<file path="src/rtl/booth4_pkg.sv">
// rtl/booth4_pkg.sv - shared FSM states, Booth selector codes and widths for booth4_seq_mult16
package booth4_pkg;

    localparam int OP_W   = 16;
    localparam int PP_W   = 18;
    localparam int PROD_W = 32;

    typedef enum logic [1:0] {
        ST_IDLE = 2'd0,
        ST_CALC = 2'd1,
        ST_DONE = 2'd2
    } state_t;

    // Partial-product selections produced by a radix-4 Booth code
    localparam logic [2:0] PP_ZERO   = 3'd0;
    localparam logic [2:0] PP_POS_A  = 3'd1;
    localparam logic [2:0] PP_POS_2A = 3'd2;
    localparam logic [2:0] PP_NEG_2A = 3'd3;
    localparam logic [2:0] PP_NEG_A  = 3'd4;

    // Map {b[2i+1], b[2i], b[2i-1]} onto the multiple of A it selects
    function automatic logic [2:0] booth_sel(input logic [2:0] code);
        logic [2:0] sel;
        case (code)
            3'b001, 3'b010: sel = PP_POS_A;
            3'b011:         sel = PP_POS_2A;
            3'b100:         sel = PP_NEG_2A;
            3'b101, 3'b110: sel = PP_NEG_A;
            default:        sel = PP_ZERO;
        endcase
        return sel;
    endfunction

endpackage

</file>
<file path="src/rtl/booth2_pp_decoder.sv">
// rtl/booth2_pp_decoder.sv - radix-4 Booth partial-product decoder with inverted-sign MSB
module booth2_pp_decoder
    import booth4_pkg::*;
(
    input  logic [2:0]      code_i,
    input  logic [OP_W-1:0] a_i,
    input  logic [OP_W:0]   inversed_a_i,
    output logic [PP_W-1:0] pp_out_o
);

    logic [PP_W-1:0] pp_val;

    // Select 0, +A, +2A, -A or -2A as an 18-bit two's complement value, then flip the sign bit
    always_comb begin
        pp_val = '0;
        case (booth_sel(code_i))
            PP_POS_A:  pp_val = {{2{a_i[OP_W-1]}}, a_i};
            PP_POS_2A: pp_val = {a_i[OP_W-1], a_i, 1'b0};
            PP_NEG_A:  pp_val = {inversed_a_i[OP_W], inversed_a_i};
            PP_NEG_2A: pp_val = {inversed_a_i, 1'b0};
            default:   pp_val = '0;
        endcase
        pp_out_o = {~pp_val[PP_W-1], pp_val[PP_W-2:0]};
    end

endmodule

</file>
<file path="src/rtl/booth4_seq_mult16.sv">
// rtl/booth4_seq_mult16.sv - sequential 16x16 signed radix-4 Booth multiplier (option: BOOTH4_SEQ_EARLY_EXIT_EN)
module booth4_seq_mult16
    import booth4_pkg::*;
#(
    parameter int ITER_N = 8
) (
    input  logic                sys_clk,
    input  logic                sys_rst,
    input  logic                in_valid,
    output logic                in_ready,
    input  logic [OP_W-1:0]     a_in,
    input  logic [OP_W-1:0]     b_in,
    output logic                out_valid,
    input  logic                out_ready,
    output logic [PROD_W-1:0]   product
);

    state_t              state_q;
    logic [2:0]          iter_q;
    logic [OP_W-1:0]     a_q;
    logic [OP_W-1:0]     b_q;
    logic [OP_W:0]       neg_a_q;
    logic [PROD_W-1:0]   acc_q;
    logic [PROD_W-1:0]   product_q;
    logic                out_valid_q;
    logic                in_ready_q;

    logic [OP_W:0]       b_ext;
    logic [4:0]          bit_pos;
    logic [2:0]          code;
    logic [PP_W-1:0]     pp;
    logic [PROD_W-1:0]   pp_sext;
    logic [PROD_W-1:0]   acc_d;
    logic [OP_W:0]       neg_a_d;
    logic                early_exit;

    // B with the implicit B[-1]=0 appended; iteration i looks at bits [2i+2:2i]
    always_comb begin
        b_ext   = {b_q, 1'b0};
        bit_pos = {1'b0, iter_q, 1'b0};
        code    = b_ext[bit_pos +: 3];
        neg_a_d = ~{a_in[OP_W-1], a_in} + 17'd1;
    end

    booth2_pp_decoder u_pp_dec (
        .code_i       (code),
        .a_i          (a_q),
        .inversed_a_i (neg_a_q),
        .pp_out_o     (pp)
    );

    // Restore the true sign from the inverted MSB, sign-extend and weight by 4^i
    always_comb begin
        pp_sext = {{(PROD_W-PP_W+1){~pp[PP_W-1]}}, pp[PP_W-2:0]};
        acc_d   = acc_q + (pp_sext << bit_pos);
    end

`ifdef BOOTH4_SEQ_EARLY_EXIT_EN
    logic [OP_W:0] hi_bits;
    logic [OP_W:0] hi_bits_n;

    // Remaining multiplier bits all equal means every remaining Booth code is 000 or 111
    always_comb begin
        hi_bits    = b_ext >> bit_pos;
        hi_bits_n  = (~b_ext) >> bit_pos;
        early_exit = (hi_bits == '0) || (hi_bits_n == '0);
    end
`else
    // Fixed-latency build: every iteration is executed
    always_comb begin
        early_exit = 1'b0;
    end
`endif

    // Control FSM, operand capture, accumulation and registered handshake outputs
    always_ff @(posedge sys_clk) begin
        if (sys_rst) begin
            state_q     <= ST_IDLE;
            iter_q      <= '0;
            a_q         <= '0;
            b_q         <= '0;
            neg_a_q     <= '0;
            acc_q       <= '0;
            product_q   <= '0;
            out_valid_q <= 1'b0;
            in_ready_q  <= 1'b1;
        end else begin
            case (state_q)
                ST_IDLE: begin
                    if (in_valid && in_ready_q) begin
                        a_q        <= a_in;
                        b_q        <= b_in;
                        neg_a_q    <= neg_a_d;
                        acc_q      <= '0;
                        iter_q     <= '0;
                        in_ready_q <= 1'b0;
                        state_q    <= ST_CALC;
                    end
                end
                ST_CALC: begin
                    if (early_exit) begin
                        product_q   <= acc_q;
                        out_valid_q <= 1'b1;
                        state_q     <= ST_DONE;
                    end else begin
                        acc_q  <= acc_d;
                        iter_q <= iter_q + 3'd1;
                        if (iter_q == 3'(ITER_N - 1)) begin
                            product_q   <= acc_d;
                            out_valid_q <= 1'b1;
                            state_q     <= ST_DONE;
                        end
                    end
                end
                ST_DONE: begin
                    if (out_ready) begin
                        out_valid_q <= 1'b0;
                        in_ready_q  <= 1'b1;
                        state_q     <= ST_IDLE;
                    end
                end
                default: begin
                    state_q <= ST_IDLE;
                end
            endcase
        end
    end

    assign in_ready  = in_ready_q;
    assign out_valid = out_valid_q;
    assign product   = product_q;

endmodule

</file>
<file path="config.mk">
export PLATFORM = sky130hd
export DESIGN_NAME = booth4_seq_mult16
export DESIGN_NICKNAME = d
export VERILOG_FILES = /design/src/rtl/booth4_pkg.sv /design/src/rtl/booth2_pp_decoder.sv /design/src/rtl/booth4_seq_mult16.sv
export SDC_FILE = /design/constraint.sdc
export NUM_CORES = 1
export LEC_CHECK = 0
export CAP_MARGIN = 15
export CORE_UTILIZATION = 53
export CTS_CLUSTER_DIAMETER = 80
export DETAILED_ROUTE_END_ITERATION = 12
export PLACE_DENSITY = 0.77
export SLEW_MARGIN = 10
export SYNTH_ARGS = -nofsm -noshare
export SYNTH_HDL_FRONTEND = slang
export SYNTH_SLANG_ARGS = --single-unit
</file>
<file path="constraint.sdc">
create_clock -name sys_clk -period 5.45 [get_ports sys_clk]
set_clock_uncertainty 0.15 [all_clocks]
set_input_delay 0.8175 -clock sys_clk [delete_from_list [all_inputs] [get_ports sys_clk]]
set_output_delay 0.8175 -clock sys_clk [all_outputs]
set_load 0.02 [all_outputs]
</file>
# Yosys cells after proc, flatten, opt, wreduce, memory -nomap -nowiden
# Index checks and enable logic that the tools add are counted.
[totals] elab_cells=60 ff_bits=120
[op_classes] bitwise=1 mux=16 addsub=3 n_shift=2 n_reduce_logical=13 eq_ne=16
[op_table] cell="$pmux W18 S4" n=1
[op_table] cell="$pmux W32 S2" n=1
[op_table] cell="$add A32 B32 Y32" n=1
[op_table] cell="$mux W32" n=1
[op_table] cell="$shl A32 B4 Y32" n=1
[op_table] cell="$add A17 B1 Y17 const B" n=1
[op_table] cell="$not A17 Y17" n=1
[op_table] cell="$shiftx A17 B5 Y3" n=1
[op_table] cell="$eq A3 B3 Y1 const B" n=5
[op_table] cell="$eq A3 B2 Y1 const B" n=4
[op_table] cell="$pmux W3 S4" n=1
[op_table] cell="$reduce_and A3 Y1" n=3
[op_table] cell="$eq A3 B1 Y1 const B" n=2
[op_table] cell="$mux W2" n=3
[op_table] cell="$ne A2 B2 Y1 const B" n=3
[op_table] cell="$pmux W2 S3" n=1
[op_table] cell="$pmux W3 S2" n=1
[op_table] cell="$reduce_and A2 Y1" n=3
[op_table] cell="$reduce_bool A2 Y1" n=3
[op_table] cell="$mux W1" n=4
[op_table] cell="$pmux W1 S2" n=2
[op_table] cell="$reduce_or A2 Y1" n=2
[op_table] cell="$add A3 B1 Y3 const B" n=1
[op_table] cell="$mux W3" n=1
[op_table] cell="4 further kinds" n=4

# Logic depth before layout (Yosys ltp)
[logic_depth] word_depth=9 mapped_depth=24 depth_no_buf=19

# By module
# Synthesis repeated with hierarchy kept, for this count alone.
[hier_totals] hier_cells=1065 hier_area_um2=8051.5
[modules_own_cells] mod="booth4_seq_mult16" n_inst=1 cells_per_inst=937 area_per_inst_um2=7150.6
[modules_own_cells] mod="booth2_pp_decoder" n_inst=1 cells_per_inst=128 area_per_inst_um2=900.9

# Least setup slack after synthesis
# No wires, ideal clock.
[synth_timing] path_kind="register to register" startpoint="reg iter_q[0]" endpoint="reg acc_q[31]" period_less_slack_ns=5.302 path_slack_ns=0.148 path_stages_with_launch=24 setup_time_ns=0.074 arrival_time_ns=5.078 cell_sequence="dfxtp_1 > buf_6 > buf_2 > mux2_2 > mux4_2 > and2_1 > buf_2 > buf_2 > o2bb2ai_1 > mux2i_1 > nor2_1 > a21oi_1 > o22ai_1 > nor2b_1 > ha_1 > a21o_1 > a31o_2 > o211ai_1 > o221ai_1 > o211ai_1 > nand2_1 > a221o_1 > or4_1 > a31oi_1"
[synth_via] elab_chain_len=9 elab_cells_between_ends=18
[synth_rtl] element="start: declaration" line_no="booth4_seq_mult16.sv:19" rtl="logic [2:0] iter_q;"
[synth_rtl] element="start signal: assignment" line_no="booth4_seq_mult16.sv:107" rtl="iter_q <= iter_q + 3'd1;"
[synth_rtl] element="$shiftx A17 B5 Y3" line_no="booth4_seq_mult16.sv:41" rtl="code = b_ext[bit_pos +: 3];"
[synth_rtl] element="$eq A3 B3 Y1 (tied with other cells)" line_no="booth4_pkg.sv:24" rtl="case (code)"
[synth_rtl] element="$reduce_or A2 Y1" line_no="booth4_pkg.sv:24"
[synth_rtl] element="$pmux W3 S4" line_no="booth4_pkg.sv:24"
[synth_rtl] element="$eq A3 B2 Y1 (tied with other cells)" line_no="booth2_pp_decoder.sv:16" rtl="case (booth_sel(code_i))"
[synth_rtl] element="$pmux W18 S4" line_no="booth2_pp_decoder.sv:16"
[synth_rtl] element="$shl A32 B4 Y32 *" line_no="booth4_seq_mult16.sv:55" rtl="acc_d = acc_q + (pp_sext << bit_pos);"
[synth_rtl] element="$add A32 B32 Y32 *" line_no="booth4_seq_mult16.sv:55"
[synth_rtl] element="$pmux W32 S2 *" line_no="booth4_seq_mult16.sv:88" rtl="case (state_q)"
[synth_rtl] element="end signal: assignment" line_no="booth4_seq_mult16.sv:83" rtl="acc_q <= '0;"
[synth_rtl] element="end signal: assignment" line_no="booth4_seq_mult16.sv:94" rtl="acc_q <= '0;"
[synth_rtl] element="end signal: assignment" line_no="booth4_seq_mult16.sv:106" rtl="acc_q <= acc_d;"
[synth_rtl] element="end: declaration" line_no="booth4_seq_mult16.sv:23" rtl="logic [PROD_W-1:0] acc_q;"
# Mark *: on every way between the ends. The rest lies on a longest branch, timed or not.
# A chain may end at the register's enable or synchronous reset.

# Worst setup path after layout
# Ends and elaborated chain as after synthesis.

==> metrics.txt <==
# TYPE chip_impl_metric gauge
chip_impl_metric{name="number_of_buffers_inserted_during_clock_tree_synthesis",unit=""} 17
chip_impl_metric{name="max-cap-violations",unit=""} 0
chip_impl_metric{name="wire_per_inst",unit="um"} 15.7
chip_impl_metric{name="dieWidth",unit="um"} 123
chip_impl_metric{name="worst_slew_margin_rel",unit="%"} 23.8
chip_impl_metric{name="drt_pre_antenna_iters",unit=""} 6
chip_impl_metric{name="cp_data_arrival_time",unit="ns"} 5.45
chip_impl_metric{name="postSynth.asyncResetShare",unit="%"} 0
chip_impl_metric{name="start_util",unit="%"} 55.0
chip_impl_metric{name="cts-hold-fix-buffers",unit=""} 0
chip_impl_metric{name="global_route.usage.total",unit="%"} 26.2
chip_impl_metric{name="synthesized_area_fraction_occupied_by_ao_oa_aoi_and_oai_cells",unit="%"} 20.1
chip_impl_metric{name="drt_wl_total",unit="mm"} 19.5
chip_impl_metric{name="vias",unit=""} 7308
chip_impl_metric{name="synth_mux_area_share",unit="%"} 11.6
chip_impl_metric{name="switchingPower",unit="uW"} 602
chip_impl_info{name="cell_by_cell_trace_of_the_critical_path",value="mux4_2, mux2i_4, clkbuf_16, buf_4, mux2i_1, o21ai_0, mux2i_2, mux4_2, o22ai_1, ha_1, a21o_1, a21oi_2, o221ai_4, o211ai_1, nand2_2, a221o_1, or4_1, a31oi_1"} 1
chip_impl_metric{name="number_of_antenna_violations_at_the_first_check_in_global_routing",unit=""} 0
chip_impl_metric{name="ys_seq_area_share",unit="%"} 30.7
chip_impl_metric{name="critPathMaxFanout",unit=""} 7
chip_impl_info{name="worst_path_most_repeated_cell",value="sky130_fd_sc_hd__mux4_2"} 1
chip_impl_metric{name="report.final.hold_viol_count",unit=""} 0
chip_impl_info{name="r2r_end",value="acc_q[31]"} 1
chip_impl_metric{name="p_leak",unit="nW"} 3.68
chip_impl_info{name="worstSetupStartpointType",value="register"} 1
chip_impl_metric{name="grt.overflow.total",unit=""} 0
chip_impl_metric{name="switching_share",unit="%"} 25.4
chip_impl_info{name="type_of_the_tightest_min_delay_check",value="register to register"} 1
chip_impl_metric{name="synth.net_count",unit=""} 1067
chip_impl_metric{name="share_of_the_clock_period_used_by_the_worst_path",unit="%"} 96.5
chip_impl_metric{name="synth_area_per_cell",unit="sq um"} 7.79
chip_impl_metric{name="cp_data_required_time",unit="ns"} 5.65
chip_impl_metric{name="postLayoutCoreUtil",unit="%"} 66.6
chip_impl_metric{name="peakVddDrop",unit="V"} 0.000218
chip_impl_metric{name="detailedPlacementHpwl",unit="mm"} 13.3
chip_impl_metric{name="layout.area.seq",unit="sq um"} 2390
chip_impl_metric{name="comb_power_share",unit="%"} 13.2
chip_impl_metric{name="antenna_cells",unit=""} 0
chip_impl_info{name="worst-setup-path-type",value="register to register"} 1
chip_impl_info{name="final_cell_mix",value="sky130_fd_sc_hd__nand2_1, sky130_fd_sc_hd__a21oi_1, sky130_fd_sc_hd__dfxtp_1, sky130_fd_sc_hd__clkdlybuf4s50_1"} 1
chip_impl_metric{name="synth_fa_ha_area_share",unit="%"} 5.74
chip_impl_metric{name="report.final.slew_viol_count",unit=""} 0
chip_impl_info{name="crit-reg2reg-launch",value="iter_q[0]"} 1
chip_impl_info{name="synth_top_family_by_area",value="simple AND/OR/NAND/NOR gates"} 1
chip_impl_metric{name="p_int",unit="mW"} 1.76
chip_impl_metric{name="depth_of_the_worst_register_to_register_path",unit=""} 18
chip_impl_metric{name="setup_viol_count_final",unit=""} 0
chip_impl_metric{name="power.clock.fraction",unit="%"} 47.7
chip_impl_metric{name="crit_cells",unit=""} 18
chip_impl_info{name="cpLargestDelayFamily",value="compound AO/OA/AOI/OAI gates"} 1
chip_impl_metric{name="floorplan.core_area",unit="sq um"} 14100
chip_impl_metric{name="synthesis.instances",unit=""} 996
chip_impl_metric{name="number_of_different_library_cells_in_the_post_synthesis_netlist",unit=""} 66
chip_impl_metric{name="initialDrtViolationCount",unit=""} 538
chip_impl_metric{name="seqPwrFrac",unit="%"} 39.1
chip_impl_metric{name="place_congestion",unit=""} 0.913
chip_impl_info{name="setup.worst_path.end_class",value="register"} 1
chip_impl_metric{name="synthSimpleGateAreaFrac",unit="%"} 23.5
chip_impl_metric{name="fillCellCount",unit=""} 1231
chip_impl_metric{name="layout_setup_ws",unit="ns"} 0.193
chip_impl_metric{name="drc_errors",unit=""} 0
chip_impl_metric{name="final_net_count",unit=""} 1120
chip_impl_metric{name="synth_warnings",unit=""} 0
chip_impl_metric{name="synth_seq_cells",unit=""} 119
chip_impl_metric{name="area_delta_synth_final",unit="%"} 21.1
chip_impl_info{name="outcome",value="finished, final reports clean"} 1
chip_impl_metric{name="grt_start_max_net_pins",unit=""} 78
chip_impl_metric{name="cp_slowest_stage_delay",unit="ns"} 0.53
chip_impl_info{name="cts_root_buffer",value="sky130_fd_sc_hd__clkbuf_16"} 1
chip_impl_metric{name="cts-htree-levels",unit=""} 4
chip_impl_metric{name="rows",unit=""} 43
chip_impl_metric{name="whs",unit="ns"} 0.300
chip_impl_metric{name="timing.fmax",unit="GHz"} 0.190
chip_impl_metric{name="fin_setup_tns",unit="ns"} 0
chip_impl_metric{name="cts.sinks",unit=""} 119
chip_impl_metric{name="ctsLongestPathBuffers",unit=""} 2
chip_impl_metric{name="final_antenna_net_count",unit=""} 0
chip_impl_metric{name="i_o_pins",unit=""} 70
chip_impl_metric{name="place_ws",unit="ns"} 0.106
chip_impl_metric{name="floorplan.die_area",unit="sq um"} 15100
chip_impl_metric{name="grt_pass1_vias",unit=""} 6445
chip_impl_metric{name="clock_latency_of_the_later_clocked_register_in_the_worst_skew_pair",unit="ns"} 0.42
chip_impl_info{name="critical_path.slowest_cell",value="sky130_fd_sc_hd__mux4_2"} 1
chip_impl_info{name="synth_ff_type",value="sky130_fd_sc_hd__dfxtp_1"} 1
chip_impl_metric{name="routed_via_density",unit=""} 5.89
chip_impl_metric{name="portBuffers",unit=""} 69
chip_impl_metric{name="synth-xor-area-share",unit="%"} 3.84
chip_impl_info{name="tritoncts",value="yes"} 1
chip_impl_metric{name="timing.critical_path.buf_inv",unit=""} 2
chip_impl_info{name="worst_setup_path_startpoint",value="iter_q[0]"} 1
chip_impl_info{name="mostFrequentLayoutCell",value="sky130_fd_sc_hd__nand2_1"} 1
chip_impl_metric{name="period_minus_slack",unit="ns"} 5.26
chip_impl_metric{name="ratio_of_cells_with_drive_above_1_in_the_final_layout",unit="%"} 11.6
chip_impl_metric{name="post_synth_instance_area",unit="sq um"} 7760
chip_impl_metric{name="power_density_of_the_placed_cells",unit="nW/um^2"} 252
chip_impl_metric{name="multi_input_area",unit="sq um"} 5120
chip_impl_metric{name="p_total",unit="mW"} 2.37
chip_impl_metric{name="number_of_flops_mapped_to_enable_cells_by_yosys",unit=""} 0
chip_impl_metric{name="grt_pass1_wl",unit="mm"} 31.4
chip_impl_metric{name="path_clk_slew",unit="ns"} 0.05
chip_impl_metric{name="tightest_slew",unit="ns"} 1.14
chip_impl_metric{name="die_h",unit="um"} 123
chip_impl_info{name="crit_path_end",value="acc_q[31]"} 1
chip_impl_metric{name="rrSetupSlack",unit="ns"} 0.19
## worst min-delay path by stage
stage,cells after the start,slack (ns),start,end
finish,2,0.30,product[15],product[15]
global route,2,0.32,product[18],product[18]
CTS,2,0.30,product[15],product[15]
detailed placement,2,0.30,product[15],product[15]
global placement,2,0.29,product[19],product[19]
floorplan,2,0.28,b_q[12],b_q[12]
## worst min-delay path, cell delays in order (launching register included)
cell and delay, ns:
sky130_fd_sc_hd__dfxtp_1 0.30, sky130_fd_sc_hd__nand2_1 0.05, sky130_fd_sc_hd__a21oi_1 0.05
## stage by stage
stage,cells,instance area [sq um]
final,1241,9390
after global routing,1241,9390
after CTS,1227,9170
after detailed placement,1196,8580
after global placement,1196,8580
after floorplan,996,7760
## synth_stat cells, drive strengths merged (2+ instances only)
cell	count	area, sq um
mux2i	58	606
o2bb2ai	10	87.6
ha	34	425
nand2b	16	100
and3	4	25.0
and2	7	43.8
a221o	2	20.0
nor4	6	37.5
a211oi	7	52.6
o21ai	35	179
mux2	6	67.6
clkbuf	55	206
o31ai	5	37.5
o211ai	5	37.5
nor2	52	203
o22ai	6	37.5
nor3	10	50.1
mux4	10	225
a21oi	138	691
buf	21	106
inv	9	33.8
nand3	42	215
xor2	14	123
nand4b	9	78.8
a41oi	3	26.3
a31oi	11	68.8
nand4	3	18.8
o221ai	2	17.5
nor2b	10	62.6
o31a	2	17.5
o311ai	2	17.5
nor3b	2	15.0
o21bai	4	30.0
a31o	3	26.3
or4	8	60.1
dfxtp	119	2380
nand3b	10	75.1
xnor2	20	175
a21o	17	128
or3	10	62.6
nand2	193	729
## layout make-up
class,count,share of cell area (%)
Clock buffer,21,4.90
Timing Repair Buffer,110,11.0
Multi-Input combinational cell,792,54.5
Clock inverter,10,1.36
Sequential cell,119,25.4
Tap cell,180,2.40
Inverter,9,0.360
## logic make-up (layout without fill, tap and decap cells)
| group | after synthesis | count (layout) |
|---|---|---|
| AOI/OAI and AO/OA | 262 | 262 |
| xor gates and xnor gates | 34 | 34 |
| adders and majority gates | 35 | 35 |
| buffers and inverters | 85 | 150 |
| DFF | 119 | 119 |
| muxes | 74 | 74 |
| and+or+nand+nor | 387 | 387 |
## what timing repair did
| item | in CTS | in global routing |
|---|---|---|
| setup endpoints to repair | 0 | 20 |
| setup buffers | 0 | 13 |
| gates resized for setup | 0 | 28 |
## per-layer routing
metal | vias to the layer above | wire, um | global-route usage [%]
met3 | 36 | 1070 | 5.21
met5 | - | 0 | 0
li1 | 3673 | - | -
met2 | 218 | 8980 | 40.6
met4 | 0 | 364 | 9.34
met1 | 3381 | 9100 | 36.2
## power by group through the flow
stage / Sequential, mW / Clock [mW] / Combinational [mW]
floorplan: 0.933 / 0 / 0.211
global placement: 0.943 / 0 / 0.290
detailed placement: 0.944 / 0 / 0.292
CTS: 0.925 / 1.14 / 0.294
global route: 0.929 / 1.18 / 0.342
finish: 0.925 / 1.13 / 0.313
## sequential cells by signal, indices dropped and copies added (netlist names)
register and count:
neg_a_q 16, state_q 2, b_q 16, out_valid 1, product 32, a_q 16
in_ready 1, acc_q 32, iter_q 3
Power figures use the tool's default switching activity.
